--- src/rtl/adder_sum_accumulator.sv ---
// Accumulates 8-bit adder sums over valid/ready, tracks a saturating sample
// count and a sticky wrap flag, and streams a {acc_lo, acc_hi, count} snapshot on request.
module adder_sum_accumulator #(
  parameter int ACC_W = 16,
  parameter int CNT_W = 8
) (
  input  logic             clk,
  input  logic             rst_n,
  input  logic             ena,
  input  logic [7:0]       sum_in,
  input  logic             sum_valid,
  output logic             sum_ready,
  input  logic             clear,
  input  logic             dump,
  output logic [ACC_W-1:0] acc_out,
  output logic [CNT_W-1:0] count_out,
  output logic             overflow,
  output logic [7:0]       byte_out,
  output logic             byte_valid,
  output logic             busy
);

  typedef enum logic [1:0] {
    IDLE     = 2'd0,
    DUMP_LO  = 2'd1,
    DUMP_HI  = 2'd2,
    DUMP_CNT = 2'd3
  } state_t;

  state_t           state_q, state_d;
  logic [ACC_W-1:0] acc_q, acc_d;
  logic [CNT_W-1:0] count_q, count_d;
  logic             ovf_q, ovf_d;
  logic [ACC_W-1:0] snap_acc_q, snap_acc_d;
  logic [CNT_W-1:0] snap_cnt_q, snap_cnt_d;

  logic             accept;
  logic [ACC_W:0]   acc_sum;
  logic [15:0]      snap_ext;

  assign sum_ready = rst_n && ena && (state_q == IDLE) && !clear;
  assign accept    = sum_valid && sum_ready;
  assign acc_sum   = {1'b0, acc_q} + {{(ACC_W-7){1'b0}}, sum_in};

  always_comb begin
    state_d    = state_q;
    acc_d      = acc_q;
    count_d    = count_q;
    ovf_d      = ovf_q;
    snap_acc_d = snap_acc_q;
    snap_cnt_d = snap_cnt_q;
    if (ena) begin
      case (state_q)
        IDLE: begin
          if (clear) begin
            acc_d   = '0;
            count_d = '0;
            ovf_d   = 1'b0;
          end else begin
            if (accept) begin
              acc_d = acc_sum[ACC_W-1:0];
              if (acc_sum[ACC_W]) ovf_d = 1'b1;
              if (count_q != '1) count_d = count_q + 1'b1;
            end
            // Snapshot takes the post-update values so a same-cycle sum is included
            if (dump) begin
              state_d    = DUMP_LO;
              snap_acc_d = acc_d;
              snap_cnt_d = count_d;
            end
          end
        end
        DUMP_LO:  state_d = DUMP_HI;
        DUMP_HI:  state_d = DUMP_CNT;
        default:  state_d = IDLE;
      endcase
    end
  end

  always_ff @(posedge clk or negedge rst_n) begin
    if (!rst_n) begin
      state_q    <= IDLE;
      acc_q      <= '0;
      count_q    <= '0;
      ovf_q      <= 1'b0;
      snap_acc_q <= '0;
      snap_cnt_q <= '0;
    end else begin
      state_q    <= state_d;
      acc_q      <= acc_d;
      count_q    <= count_d;
      ovf_q      <= ovf_d;
      snap_acc_q <= snap_acc_d;
      snap_cnt_q <= snap_cnt_d;
    end
  end

  assign snap_ext = 16'(snap_acc_q);

  always_comb begin
    byte_out = '0;
    if (byte_valid) begin
      case (state_q)
        DUMP_LO:  byte_out = snap_ext[7:0];
        DUMP_HI:  byte_out = snap_ext[15:8];
        DUMP_CNT: byte_out = snap_cnt_q;
        default:  byte_out = '0;
      endcase
    end
  end

  assign byte_valid = (state_q != IDLE) && ena;
  assign busy       = (state_q != IDLE);
  assign acc_out    = acc_q;
  assign count_out  = count_q;
  assign overflow   = ovf_q;

endmodule

--- config.mk ---
export PLATFORM = sky130hd
export DESIGN_NAME = adder_sum_accumulator
export DESIGN_NICKNAME = d
export VERILOG_FILES = /design/src/rtl/adder_sum_accumulator.sv
export SDC_FILE = /design/constraint.sdc
export NUM_CORES = 1
export LEC_CHECK = 0
export ABC_CLOCK_PERIOD_IN_PS = 3900
export BUFFER_PORTS_ARGS = -buffer_cell sky130_fd_sc_hd__buf_2
export CAP_MARGIN = 0
export CORE_UTILIZATION = 45
export DETAILED_ROUTE_END_ITERATION = 7
export GPL_TIMING_DRIVEN = 0
export PLACE_DENSITY = 0.74
export SKIP_CTS_REPAIR_TIMING = 1
export SYNTH_ARGS = -nofsm -noshare
export SYNTH_HDL_FRONTEND = slang
export SYNTH_SLANG_ARGS = --single-unit
--- constraint.sdc ---
create_clock -name clk -period 3.9 [get_ports clk]
set_input_delay 0.39 -clock clk [delete_from_list [all_inputs] [get_ports clk]]
set_output_delay 0.39 -clock clk [all_outputs]
set_load 0.05 [all_outputs]
## Word-level counts from Yosys, hierarchy flattened

Index checks and enable logic that the tools add are counted.

- Reductions and logical operators: 14
- Equal/unequal tests: 6
- Add/sub/neg operators: 2
- Muxes and demuxes: 13
- Bitwise operators: 1

Operator list:

| operator | number |
|---|---|
| 16-bit two-way mux | 2 |
| 8-bit two-way mux | 4 |
| 8-bit case mux with 3 select lines | 1 |
| 16-bit by 8-bit adder with 17-bit output | 1 |
| 8-bit by 1-bit adder with 8-bit output, second input constant | 1 |
| 8-bit inequality test, second input constant | 1 |
| 4-bit AND reduction | 2 |
| 2-bit case mux with 3 select lines | 1 |
| 2-bit nonzero test | 3 |
| 1-bit logical AND | 5 |
| 2-bit equality test, second input constant | 2 |
| 2-bit two-way mux | 2 |
| 2-bit inequality test, second input constant | 2 |
| 1-bit two-way mux | 3 |
| 3-bit AND reduction | 1 |
| 2-bit by 1-bit equality test with 1-bit output, second input constant | 1 |
| 2-bit zero test | 1 |
| 2-bit AND reduction | 1 |
| 1-bit zero test | 1 |
| 1-bit inverter | 1 |

- Logic and storage cells: 42
- Output and inout bits: 36
- Register bits after elaboration: 51
- Input port bits: 14

## Logic depth before layout (Yosys ltp)

- Word-level depth: 6
- Mapped depth: 9
- Mapped depth without buffers: 8

## Least setup slack after synthesis

No wires, ideal clock.

- Path type: flip-flop to output port
- Start: register state_q[0]
- End: output sum_ready
- Buffers on the path: 2
- Slack: 1.073 ns
- Cell stages (with the launch flop): 7
- Data required time: 3.510 ns
- Arrival: 2.437 ns
- Cells stage by stage: dfrtp_1 > inv_1 > ha_1 > nand2_1 > clkbuf_1 > clkbuf_1 > nor3b_1

- Cells in the longest elaborated chain, start to end: 3

Ends and longest elaborated chain:

| what | RTL line | text |
|---|---|---|
| from (decl) | 30 | `state_t state_q, state_d;` |
| from (signal assigned) | 89 | `state_q <= state_d;` |
| 2-bit zero test | 41 | `assign sum_ready = rst_n && ena && (state_q == IDLE) && !clear;` |
| 1-bit logical AND (2 in a row) | 41 |  |
| to (decl) | 12 | `output logic sum_ready,` |

No other way between the ends.

## Worst setup path after layout

Same ends and word-level chain as after synthesis.

==> key figures <==
Outcome
  • Status: finished, final reports clean

Drt
  • Final wirelength: 7.335 mm
  • DR vias/cell: 5.740
  • Initial DRC count: 275
  • DRT Pass-1 Iters: 5
  • Routed via count: 2669
  • # DRC: 0
  • WL/cell: 15.77 um
  • Final ANT Viol Nets: 0

Place
  • # port buffers: 48
  • Final GP Congestion: 0.8098
  • Pre-CTS WS: 0.8580 ns
  • Final HPWL DP: 5.419 mm

Power
  • Leakage power: 1.596 nW
  • Sequential power share: 33.1%
  • Share of power burned in the clock network: 11.8%
  • Worst vdd ir: 454.4 uV
  • Sw Ratio: 50.95%
  • Power Dens Cells: 764.7 nW/um2
  • Psw: 1.337 mW
  • Logic pwr share: 55.1%
  • Int Power: 1.287 mW

Synth
  • Mapped cell area: 3007 um2
  • Largest family of logic cells by synthesized area: compound AO/OA/AOI/OAI gates
  • Sequential share of the synthesized area: 42.45%
  • XOR/XNOR share of the synthesized area: 5.243%
  • Simple-Gate Fraction of Synth Area: 19.48%
  • Top FF cell, synth: dfrtp_1
  • Mux cell area share after synthesis: 1.998%
  • Post-synthesis async set-or-reset flop share: 100.0%
  • Syn_nets: 362
  • Area leader, netlist: dfrtp_1
  • Post-synth EDFFs: 0
  • Mapped Cells: 333
  • Synth top area share: 42.45%
  • Synth top area cells: dfrtp_1 42%, nand2_1 8.2%, ha_1 5.8%, o21ai_0 5.3%, xor2_1 3.2%
  • Yosys warns: 0
  • Adder-cell area share of the yosys netlist: 6.492%
  • Distinct cells, synth: 52
  • Synth Area in Compound Gates: 20.97%
  • #FFs+latches synth: 51
  • Syn avg cell area: 9.029 um2

Floorplan
  • Die span in y: 83.74 um
  • Initial Utilization: 47.08%
  • Die area: 7012 um2
  • Ports: 50
  • Area of the core: 6386 um2
  • Cell row count: 29
  • DIE WIDTH: 83.74 um

Timing
  • Clock Skew: 0.006494 ns
  • Final Max Slew Viols: 0
  • Fin crit share: 75.91%
  • Fin Setup TNS: 0 ns
  • Final worst slack: 0.9394 ns
  • Least-Margin Pin Slew: 1.211 ns
  • Final hold viol count: 0
  • Max-Slew Margin vs Limit: 19.24%
  • Minimum clock period: 2.961 ns
  • Fmax: 0.3378 GHz
  • Setup-failing EPs final: 0
  • RSZ-0062 raised after global routing: false

Global routing
  • Grt ovf: 0
  • Vias in the first global route: 2519
  • Pin count of the biggest net entering global routing: 57
  • Initial antenna violation count: 0
  • Total GRT Usage: 22.26%
  • Global-route wire length before repair: 12.36 mm

Final layout
  • Fill cells: 596
  • Register area: 1276 um2
  • Area Growth Syn to Fin: 14.11%
  • Most frequent cells in the layout: 66 x nand2_1, 51 x buf_2, 51 x dfrtp_1
  • Inserted Diodes: 0
  • Share of cells above drive strength 1: 17.78%
  • # nets final: 417
  • Area of the multi-input gates: 1629 um2
  • Post-layout util: 53.72%
  • Commonest non-fill, non-tap cell in the layout: nand2_1

Worst setup path
  • R2R cell count: 8
  • RR Startpoint: acc_out[0]$_DFFE_PN0P_
  • Crit start category: flip-flop
  • WP data arrival: 2.57 ns
  • Crit end category: output pin
  • Worst Path Max Fanout: 10
  • CP Class: flip-flop to output pin
  • Worst flop-to-flop path endpoint: acc_out[14]$_DFFE_PN0P_
  • R2r setup slk: 1.37 ns
  • Worst Path Required: 3.51 ns

Clocking
  • CTS root buffer: clkbuf_8
  • Clock buffer count from CTS: 5
  • Clock sink total: 51
  • Later-pin clock latency in the skew report: 0.30 ns
  • CTS tree: done
  • Register clock-pin slew on the reported worst setup and hold paths: 0.09 ns
  • H-tree depth: 2
  • CTS Buffer Depth: 2

Flow run
  • Max cap viols: 0

Worst hold path
  • Hold Path Class: primary input to async pin
layer usage:
layer  wire length (um)  GRT usage [%]  vias to the layer above
met4                139          7.088                        0
met3                409          4.055                       12
met5                  0              0                        -
li1                   -              -                     1296
met1               3377          31.42                     1264
met2               3409          34.81                       97
metrics by stage:
stage | power [mW] | instances | hold WS, ns | instance area, um2
after floorplan | 1.959 | 333 | 0.09441 | 3007
after detailed placement | 2.315 | 458 | 0.4742 | 3343
final | 2.623 | 465 | 0.3436 | 3431
after CTS | 2.626 | 465 | 0.3723 | 3431
after global placement | 2.283 | 458 | 0.4664 | 3343
after global routing | 2.819 | 465 | 0.4310 | 3431
cell type report:
cell class | count | share of cell area [%]
sequential | 51 | 37.20
tap | 77 | 2.808
clock buffer | 6 | 2.407
timing repair buffer | 48 | 7.002
buffer | 18 | 2.407
inverter | 5 | 0.5470
multi-input combinational | 259 | 47.48
clock inverter | 1 | 0.1459
sequential cells by signal, summed over array words and instances (netlist names):
signal and cells:
acc_out 16, snap_cnt_q 8, state_q 2, overflow 1, count_out 8, snap_acc_q 16
power by group through the flow:
stage | logic [mW] | clock network, mW | registers, mW
2_1_floorplan | 0.843 | 0 | 1.12
3_3_place_gp | 1.41 | 0 | 0.868
3_5_place_dp | 1.44 | 0 | 0.871
4_1_cts | 1.45 | 0.314 | 0.865
5_1_grt | 1.59 | 0.335 | 0.892
6_report | 1.45 | 0.308 | 0.869
synthesized netlist by cell type, types with 3 or more instances:
master    instances
a21o_1            4
mux2i_1           6
ha_1             14
nand3_1           5
a222oi_1          8
a22oi_1           6
and4_1            3
o21ai_0          32
dfrtp_1          51
nor2_1           23
inv_1             4
and3_1            5
clkbuf_1         10
nand4_1           6
xor2_1           11
o211ai_1          3
a31oi_1           3
nor3_1            3
o31ai_1           3
buf_2             3
o21ai_1           5
xnor2_1           7
a21oi_1          17
nand2_1          66
buf_1             3
how the worst max path moves through the flow:
stage,to,startpoint
finish,sum_ready,state_q[0]$_DFFE_PN0P_
global route,sum_ready,state_q[0]$_DFFE_PN0P_
CTS,sum_ready,state_q[0]$_DFFE_PN0P_
detailed placement,count_out[5]$_DFFE_PN0P_,rst_n
global placement,count_out[5]$_DFFE_PN0P_,rst_n
floorplan,sum_ready,state_q[0]$_DFFE_PN0P_
worst max-delay path, stage by stage, from the launching register on:
cell and delay [ns]:
dfrtp_1 0.41, inv_1 0.10, ha_1 0.29, nand2_1 0.23, clkbuf_1 0.42, clkbuf_1 0.49, nor3b_1 0.09, buf_2 0.24
logic make-up (layout without fill, tap and decap cells):
group                      count (synthesis)  count (layout)
and+or+nand+nor                          126             126
buffers and inverters                     23              78
DFF                                       51              51
adders and majority gates                 15              15
muxes                                      6               6
AOI/OAI and AO/OA                         94              94
xor gates and xnor gates                  18              18
No activity file was read; power rests on OpenSTA's default activity.
